File: config.mk
export PLATFORM = sky130hd
export DESIGN_NAME = layer_sequencer_flat
export DESIGN_NICKNAME = d
export VERILOG_FILES = /design/src/rtl/layer_sequencer_if.sv /design/src/rtl/layer_sequencer.sv /design/src/flat_wrapper.sv
export SDC_FILE = /design/constraint.sdc
export NUM_CORES = 1
export LEC_CHECK = 0
export ABC_AREA = 1
export ABC_CLOCK_PERIOD_IN_PS = 1300
export CORE_ASPECT_RATIO = 0.7
export CORE_MARGIN = 5
export CORE_UTILIZATION = 35
export CTS_CLUSTER_SIZE = 8
export DETAILED_ROUTE_END_ITERATION = 10
export PLACE_DENSITY = 0.68
export SKIP_CTS_REPAIR_TIMING = 1
export SLEW_MARGIN = 20
export SYNTH_ARGS = -nofsm -noshare
export SYNTH_HDL_FRONTEND = slang
export SYNTH_SLANG_ARGS = --single-unit
File: constraint.sdc
create_clock -name clk -period 1.3 [get_ports clk]
set_input_delay 0.26 -clock clk [delete_from_list [all_inputs] [get_ports clk]]
set_output_delay 0.26 -clock clk [all_outputs]
set_load 0.01 [all_outputs]
File: src/rtl/layer_sequencer_if.sv
// Bundle of control/status signals between a frame controller (master)
// and the layer sequencer (slave). Clock and reset are separate ports.
//
// Handshake: a stage is launched by a one-cycle stage_en pulse (at most
// one bit set) and is finished when the matching stage_done bit is high
// while the sequencer is waiting for that stage; other done bits and done
// pulses outside the wait phase are ignored. start is a level sampled only
// while idle; abort cancels a run on the next clock edge.
interface layer_sequencer_if #(
    parameter int NUM_STAGES = 6,
    parameter int IDX_W      = 3
);
    logic                  start;
    logic                  abort;
    logic [NUM_STAGES-1:0] stage_mask;
    logic [NUM_STAGES-1:0] stage_done;
    logic [NUM_STAGES-1:0] stage_en;
    logic [NUM_STAGES-1:0] stage_active;
    logic [IDX_W-1:0]      cur_stage;
    logic                  busy;
    logic                  frame_done;
    logic                  err;
    logic [2:0]            dbg_state;

    modport master (
        output start, abort, stage_mask, stage_done,
        input  stage_en, stage_active, cur_stage, busy, frame_done, err, dbg_state
    );

    modport slave (
        input  start, abort, stage_mask, stage_done,
        output stage_en, stage_active, cur_stage, busy, frame_done, err, dbg_state
    );
endinterface

File: src/rtl/layer_sequencer.sv
// Layer sequencer: walks the enabled stages of a frame in index order,
// launching each with a one-cycle pulse and waiting for its done pulse.
// Optional per-stage watchdog enabled with macro LAYER_SEQ_TIMEOUT_EN;
// without it err is tied low and a stage may wait indefinitely.
// The FSM state is exported on sif.dbg_state.
module layer_sequencer #(
    parameter int NUM_STAGES     = 6,
    parameter int TIMEOUT_CYCLES = 65535,
    parameter int IDX_W          = 3
) (
    input  logic           clk,
    input  logic           rst,
    layer_sequencer_if.slave sif
);

    // Elaboration-time parameter sanity checks.
    if (NUM_STAGES < 2 || NUM_STAGES > 16) begin : g_bad_stages
        $error("layer_sequencer: NUM_STAGES out of range 2..16");
    end
    if (TIMEOUT_CYCLES < 1 || TIMEOUT_CYCLES > 65535) begin : g_bad_timeout
        $error("layer_sequencer: TIMEOUT_CYCLES out of range 1..65535");
    end
    if (IDX_W != $clog2(NUM_STAGES)) begin : g_bad_idx
        $error("layer_sequencer: IDX_W must equal clog2(NUM_STAGES)");
    end

`ifdef LAYER_SEQ_TIMEOUT_EN
    typedef enum logic [2:0] {
        IDLE   = 3'd0,
        LAUNCH = 3'd1,
        WAIT   = 3'd2,
        FINISH = 3'd3,
        ERROR  = 3'd4
    } state_t;
`else
    typedef enum logic [2:0] {
        IDLE   = 3'd0,
        LAUNCH = 3'd1,
        WAIT   = 3'd2,
        FINISH = 3'd3
    } state_t;
`endif

    state_t                state_q, state_d;
    logic [NUM_STAGES-1:0] mask_q, mask_d;
    logic [IDX_W-1:0]      cur_stage_q, cur_stage_d;

`ifdef LAYER_SEQ_TIMEOUT_EN
    logic                  err_q, err_d;
    logic [15:0]           wdog_q, wdog_d;
`endif

    logic                  first_any;
    logic [IDX_W-1:0]      first_idx;
    logic                  next_any;
    logic [IDX_W-1:0]      next_idx;
    logic [NUM_STAGES-1:0] stage_en_c;
    logic [NUM_STAGES-1:0] stage_active_c;

    // Lowest set bit of the incoming mask: first stage of a new frame.
    always_comb begin
        first_any = 1'b0;
        first_idx = '0;
        for (int i = NUM_STAGES - 1; i >= 0; i--) begin
            if (sif.stage_mask[i]) begin
                first_any = 1'b1;
                first_idx = IDX_W'(i);
            end
        end
    end

    // Lowest captured-mask bit above the current stage: the next stage to run.
    always_comb begin
        next_any = 1'b0;
        next_idx = '0;
        for (int i = NUM_STAGES - 1; i >= 0; i--) begin
            if (mask_q[i] && (i > int'(cur_stage_q))) begin
                next_any = 1'b1;
                next_idx = IDX_W'(i);
            end
        end
    end

    // Next-state logic: sequencing, watchdog and abort override.
    always_comb begin
        state_d     = state_q;
        mask_d      = mask_q;
        cur_stage_d = cur_stage_q;
`ifdef LAYER_SEQ_TIMEOUT_EN
        err_d       = err_q;
        wdog_d      = wdog_q;
`endif
        case (state_q)
            IDLE: begin
                if (sif.start) begin
                    mask_d = sif.stage_mask;
`ifdef LAYER_SEQ_TIMEOUT_EN
                    err_d  = 1'b0;
`endif
                    if (first_any) begin
                        cur_stage_d = first_idx;
                        state_d     = LAUNCH;
                    end else begin
                        state_d     = FINISH;
                    end
                end
            end
            LAUNCH: begin
                state_d = WAIT;
`ifdef LAYER_SEQ_TIMEOUT_EN
                wdog_d  = '0;
`endif
            end
            WAIT: begin
                if (sif.stage_done[cur_stage_q]) begin
                    if (next_any) begin
                        cur_stage_d = next_idx;
                        state_d     = LAUNCH;
                    end else begin
                        state_d     = FINISH;
                    end
                end
`ifdef LAYER_SEQ_TIMEOUT_EN
                else if (wdog_q == 16'(TIMEOUT_CYCLES - 1)) begin
                    state_d = ERROR;
                    err_d   = 1'b1;
                end else begin
                    wdog_d  = wdog_q + 16'd1;
                end
`endif
            end
            FINISH: begin
                state_d = IDLE;
            end
`ifdef LAYER_SEQ_TIMEOUT_EN
            ERROR: begin
                state_d = IDLE;
            end
`endif
            default: begin
                state_d = IDLE;
            end
        endcase

        // Abort wins over any completion seen in the same cycle and leaves
        // the stage index and error flag as they were.
        if (state_q != IDLE && sif.abort) begin
            state_d     = IDLE;
            cur_stage_d = cur_stage_q;
`ifdef LAYER_SEQ_TIMEOUT_EN
            err_d       = err_q;
`endif
        end
    end

    // State and datapath registers with asynchronous reset.
    always_ff @(posedge clk or posedge rst) begin
        if (rst) begin
            state_q     <= IDLE;
            mask_q      <= '0;
            cur_stage_q <= '0;
`ifdef LAYER_SEQ_TIMEOUT_EN
            err_q       <= 1'b0;
            wdog_q      <= '0;
`endif
        end else begin
            state_q     <= state_d;
            mask_q      <= mask_d;
            cur_stage_q <= cur_stage_d;
`ifdef LAYER_SEQ_TIMEOUT_EN
            err_q       <= err_d;
            wdog_q      <= wdog_d;
`endif
        end
    end

    // Output decode from the registered state; all outputs clear with reset.
    always_comb begin
        stage_en_c     = '0;
        stage_active_c = '0;
        if (state_q == LAUNCH) begin
            stage_en_c[cur_stage_q] = 1'b1;
        end
        if (state_q == LAUNCH || state_q == WAIT) begin
            stage_active_c[cur_stage_q] = 1'b1;
        end
    end

    assign sif.stage_en     = stage_en_c;
    assign sif.stage_active = stage_active_c;
    assign sif.cur_stage    = cur_stage_q;
    assign sif.busy         = (state_q != IDLE);
    assign sif.frame_done   = (state_q == FINISH);
    assign sif.dbg_state    = state_q;
`ifdef LAYER_SEQ_TIMEOUT_EN
    assign sif.err          = err_q;
`else
    assign sif.err          = 1'b0;
`endif

endmodule
File: src/flat_wrapper.sv
// flat-port wrapper written by rule: the top's interface ports become plain ports
module layer_sequencer_flat 
#(
    parameter int NUM_STAGES     = 6,
    parameter int TIMEOUT_CYCLES = 65535,
    parameter int IDX_W          = 3
)
  (clk, rst, sif_start, sif_abort, sif_stage_mask, sif_stage_done, sif_stage_en, sif_stage_active, sif_cur_stage, sif_busy, sif_frame_done, sif_err, sif_dbg_state);
  layer_sequencer_if #(.NUM_STAGES(NUM_STAGES), .IDX_W(IDX_W)) sif_i ();
  input  logic clk;
  input  logic rst;
  input wire logic [$bits(sif_i.start)-1:0] sif_start;
  input wire logic [$bits(sif_i.abort)-1:0] sif_abort;
  input wire logic [$bits(sif_i.stage_mask)-1:0] sif_stage_mask;
  input wire logic [$bits(sif_i.stage_done)-1:0] sif_stage_done;
  output wire logic [$bits(sif_i.stage_en)-1:0] sif_stage_en;
  output wire logic [$bits(sif_i.stage_active)-1:0] sif_stage_active;
  output wire logic [$bits(sif_i.cur_stage)-1:0] sif_cur_stage;
  output wire logic [$bits(sif_i.busy)-1:0] sif_busy;
  output wire logic [$bits(sif_i.frame_done)-1:0] sif_frame_done;
  output wire logic [$bits(sif_i.err)-1:0] sif_err;
  output wire logic [$bits(sif_i.dbg_state)-1:0] sif_dbg_state;
  assign sif_i.start = sif_start;
  assign sif_i.abort = sif_abort;
  assign sif_i.stage_mask = sif_stage_mask;
  assign sif_i.stage_done = sif_stage_done;
  assign sif_stage_en = sif_i.stage_en;
  assign sif_stage_active = sif_i.stage_active;
  assign sif_cur_stage = sif_i.cur_stage;
  assign sif_busy = sif_i.busy;
  assign sif_frame_done = sif_i.frame_done;
  assign sif_err = sif_i.err;
  assign sif_dbg_state = sif_i.dbg_state;
  layer_sequencer #(.NUM_STAGES(NUM_STAGES), .TIMEOUT_CYCLES(TIMEOUT_CYCLES), .IDX_W(IDX_W)) u_core (.clk(clk), .rst(rst), .sif(sif_i));
endmodule
==> impl_metrics.py <==
metrics = {
    "cells_and_area": {
        "instances_no_fill": 245,
        "multi_input_area_um2": 715.7,
        "drive_gt1_share_pct": 48.34,
        "n_antenna_cell": 0,
        "syn_to_final_growth_pct": 81.58,
        "nets": 233,
        "stdcell_area_um2": 1727,
        "post-route-util_pct": 68.15,
        "seqCellArea_um2": 254.0,
        "fill_cells": 198,
    },
    "outcome": {
        "outcome": "complete, but fails checks",
        "violations": "setup timing",
    },
    "worst_setup_path": {
        "crit_fanout": 7,
        "worstPathRequired_ps": 1040,
        "slowest_delay_ps": 480,
        "rr_worst_depth": 11,
        "critPathSlowestCell": "dfrtp_2",
        "cp-end-kind": "output pin",
        "critPathArrivalTime_ps": 1260,
        "critPathLaunch": "u_core.sif.cur_stage[0]",
        "r2r_start": "u_core.sif.cur_stage[2]",
        "crit_type": "reg -> out",
        "critPathLaunchType": "register",
        "crit_chain": "buf_6 -> nor2_4 -> nand2_2 -> nor2_1 -> buf_2",
    },
    "floorplan": {
        "initial_core_util_pct": 37.53,
        "boundaryPins": 37,
        "rows": 15,
        "die_area_um2": 3876,
        "core-area_um2": 2534,
        "die_y_um": 53.61,
        "die_x_um": 72.30,
    },
    "cts": {
        "cts_max_path_buffers": 2,
        "clock-sinks": 10,
        "clk_pin_slew_ps": 50,
        "cts_root_buf": "clkbuf_8",
        "h-tree-depth": 1,
        "clk_latency_ps": 240,
        "cts_tree": "built",
        "cts_buffers": 3,
    },
    "logic_synthesis": {
        "ys_top_cells_by_area": "dfrtp_1, nand2_1, nor2_1",
        "syn_avg_cell_area_um2": 6.604,
        "seq_area_frac_synth_pct": 26.32,
        "yosys.area.top_type_share_pct": 26.32,
        "ys_types": 25,
        "synth_cells": 144,
        "synth_top_area_cell": "dfrtp_1",
        "yosysWarningCount": 0,
        "syn_area_um2": 950.9,
        "ys_seq_elements": 10,
    },
    "grt": {
        "grt_pass1_wl_um": 4471,
        "grt-ovfl-total": 0,
        "grt_max_degree": 11,
        "antenna_found_initial": 0,
        "grt_usage_pct": 15.07,
        "grt_pass1_vias": 1004,
    },
    "route": {
        "vias": 1157,
        "route.detailed.drc": 0,
        "via_per_inst": 4.722,
        "dr.pass1.iters": 6,
        "wire_per_inst_um": 13.40,
        "postRouteAntennaNets": 0,
        "drt-initial-drc-count": 39,
        "routed_wl_um": 3283,
    },
    "job": {
        "maxCapViolations": 0,
    },
    "sta": {
        "hold_violations": 0,
        "fin_crit_sh_pct": 116.9,
        "worst_slack_ps": -219.3,
        "finalCriticalPeriod_ps": 1519,
        "rsz0062_at_grt": "true",
        "fmax_mhz": 658.2,
        "setup_violations": 19,
        "final_max_slew_viol_count": 0,
        "finClkSkew_ps": 2.908,
        "tns_ps": -2961,
    },
    "placed_design": {
        "place_congestion": 0.8639,
        "portBuffers": 34,
        "placed_cells": 235,
        "placed_cell_area_um2": 1491,
        "dp_hpwl_um": 2318,
    },
    "hold_path": {
        "hp-class": "in -> async",
    },
    "power": {
        "p_total_mw": 3.754,
        "peakVddDrop_uv": 872.6,
        "power_leakage_nw": 0.9051,
        "power.density_nw_per_um2": 2174,
    },
}
## final cells by class
type | count | area share [%]
well taps | 34 | 2.464
inverters | 21 | 5.290
repair buffers | 68 | 33.70
multi-input cells | 109 | 41.45
flip-flops and latches | 10 | 14.71
clock buffers | 3 | 2.391
## stage by stage
stage / hold slack [ps] / setup slack (ps)
after global placement: 478.3 / -365.6
after CTS: 333.3 / -658.0
final: 316.5 / -219.3
after floorplan: 100.2 / -56.84
after detailed placement: 481.2 / -405.2
after global routing: 376.6 / -294.2
## flip-flops by register name, summed over array words and instances, names as in the netlist
| register | count |
|---|---|
| u_core.mask_q | 5 |
| u_core.sif.cur_stage | 3 |
| u_core.sif.dbg_state | 2 |
## where the power goes
group          total [mW]  internal [mW]  switching (mW)
combinational        2.82           1.37            1.45
sequential          0.613          0.456           0.157
clock               0.323          0.203           0.121
total                3.75           2.03            1.72
## cells in the final DEF (no fill, tap or decap), drive strengths merged
cell           count
nand4              2
nand3             12
a21boi             2
nor2              27
clkbuf             5
nor3               1
conb               2
inv               21
buf               48
dlymetal6s2s       3
o21ai              6
nand2             47
dfrtp             10
ha                 4
clkdlybuf4s50     15
mux2               1
a21oi              5
## worst max-delay path: cells and delay by family (launching register included)
| kind | cells | cell delay, ps |
|---|---|---|
| DFF | 1 | 480 |
| buffers and inverters | 2 | 280 |
| and+or+nand+nor | 3 | 260 |
## cell families after synthesis
kind of cell / Yosys count / share of synthesized area [%]
compound gates: 13 / 7.763
fa+ha+maj: 4 / 5.263
buf+inv: 26 / 13.95
flops: 10 / 26.32
mux: 1 / 1.184
other cells: 1 / 0.3944
simple gates: 89 / 45.13
## path summary, 6_finish.rpt
kind                            slack, ps                      end
worst max register to register       -200  u_core.sif.cur_stage[2]
worst max-delay path                 -220      sif_stage_active[4]
worst min register to register        500         u_core.mask_q[5]
min in group clk                      500         u_core.mask_q[5]
max in group asynchronous             670  u_core.sif.cur_stage[0]
worst min-delay path                  320  u_core.sif.cur_stage[1]
## cells in the mapped netlist
cell type	count
nand2_2	6
nand3_2	2
ha_1	4
a21boi_1	1
nor2_4	1
buf_4	2
mux2_2	1
buf_6	2
nor2_1	20
inv_2	1
nand3_4	1
dfrtp_1	10
a21boi_2	1
o21ai_0	6
conb_1	1
clkbuf_8	1
nand4_1	2
nor2_8	1
nor2_2	5
nor3_1	1
nand2_1	41
inv_1	19
inv_4	1
nand3_1	9
a21oi_1	5
## layer usage
layer / up-vias / GRT usage [%] / wire (um) / share of wire, %
met5: - / 0 / 0 / 0
met4: 0 / 3.125 / 36 / 1.1
met3: 5 / 4.664 / 169 / 5.1
met2: 45 / 26.89 / 1687 / 51
met1: 531 / 18.05 / 1389 / 42
li1: 576 / - / - / -
Power figures use the tool's default switching activity.
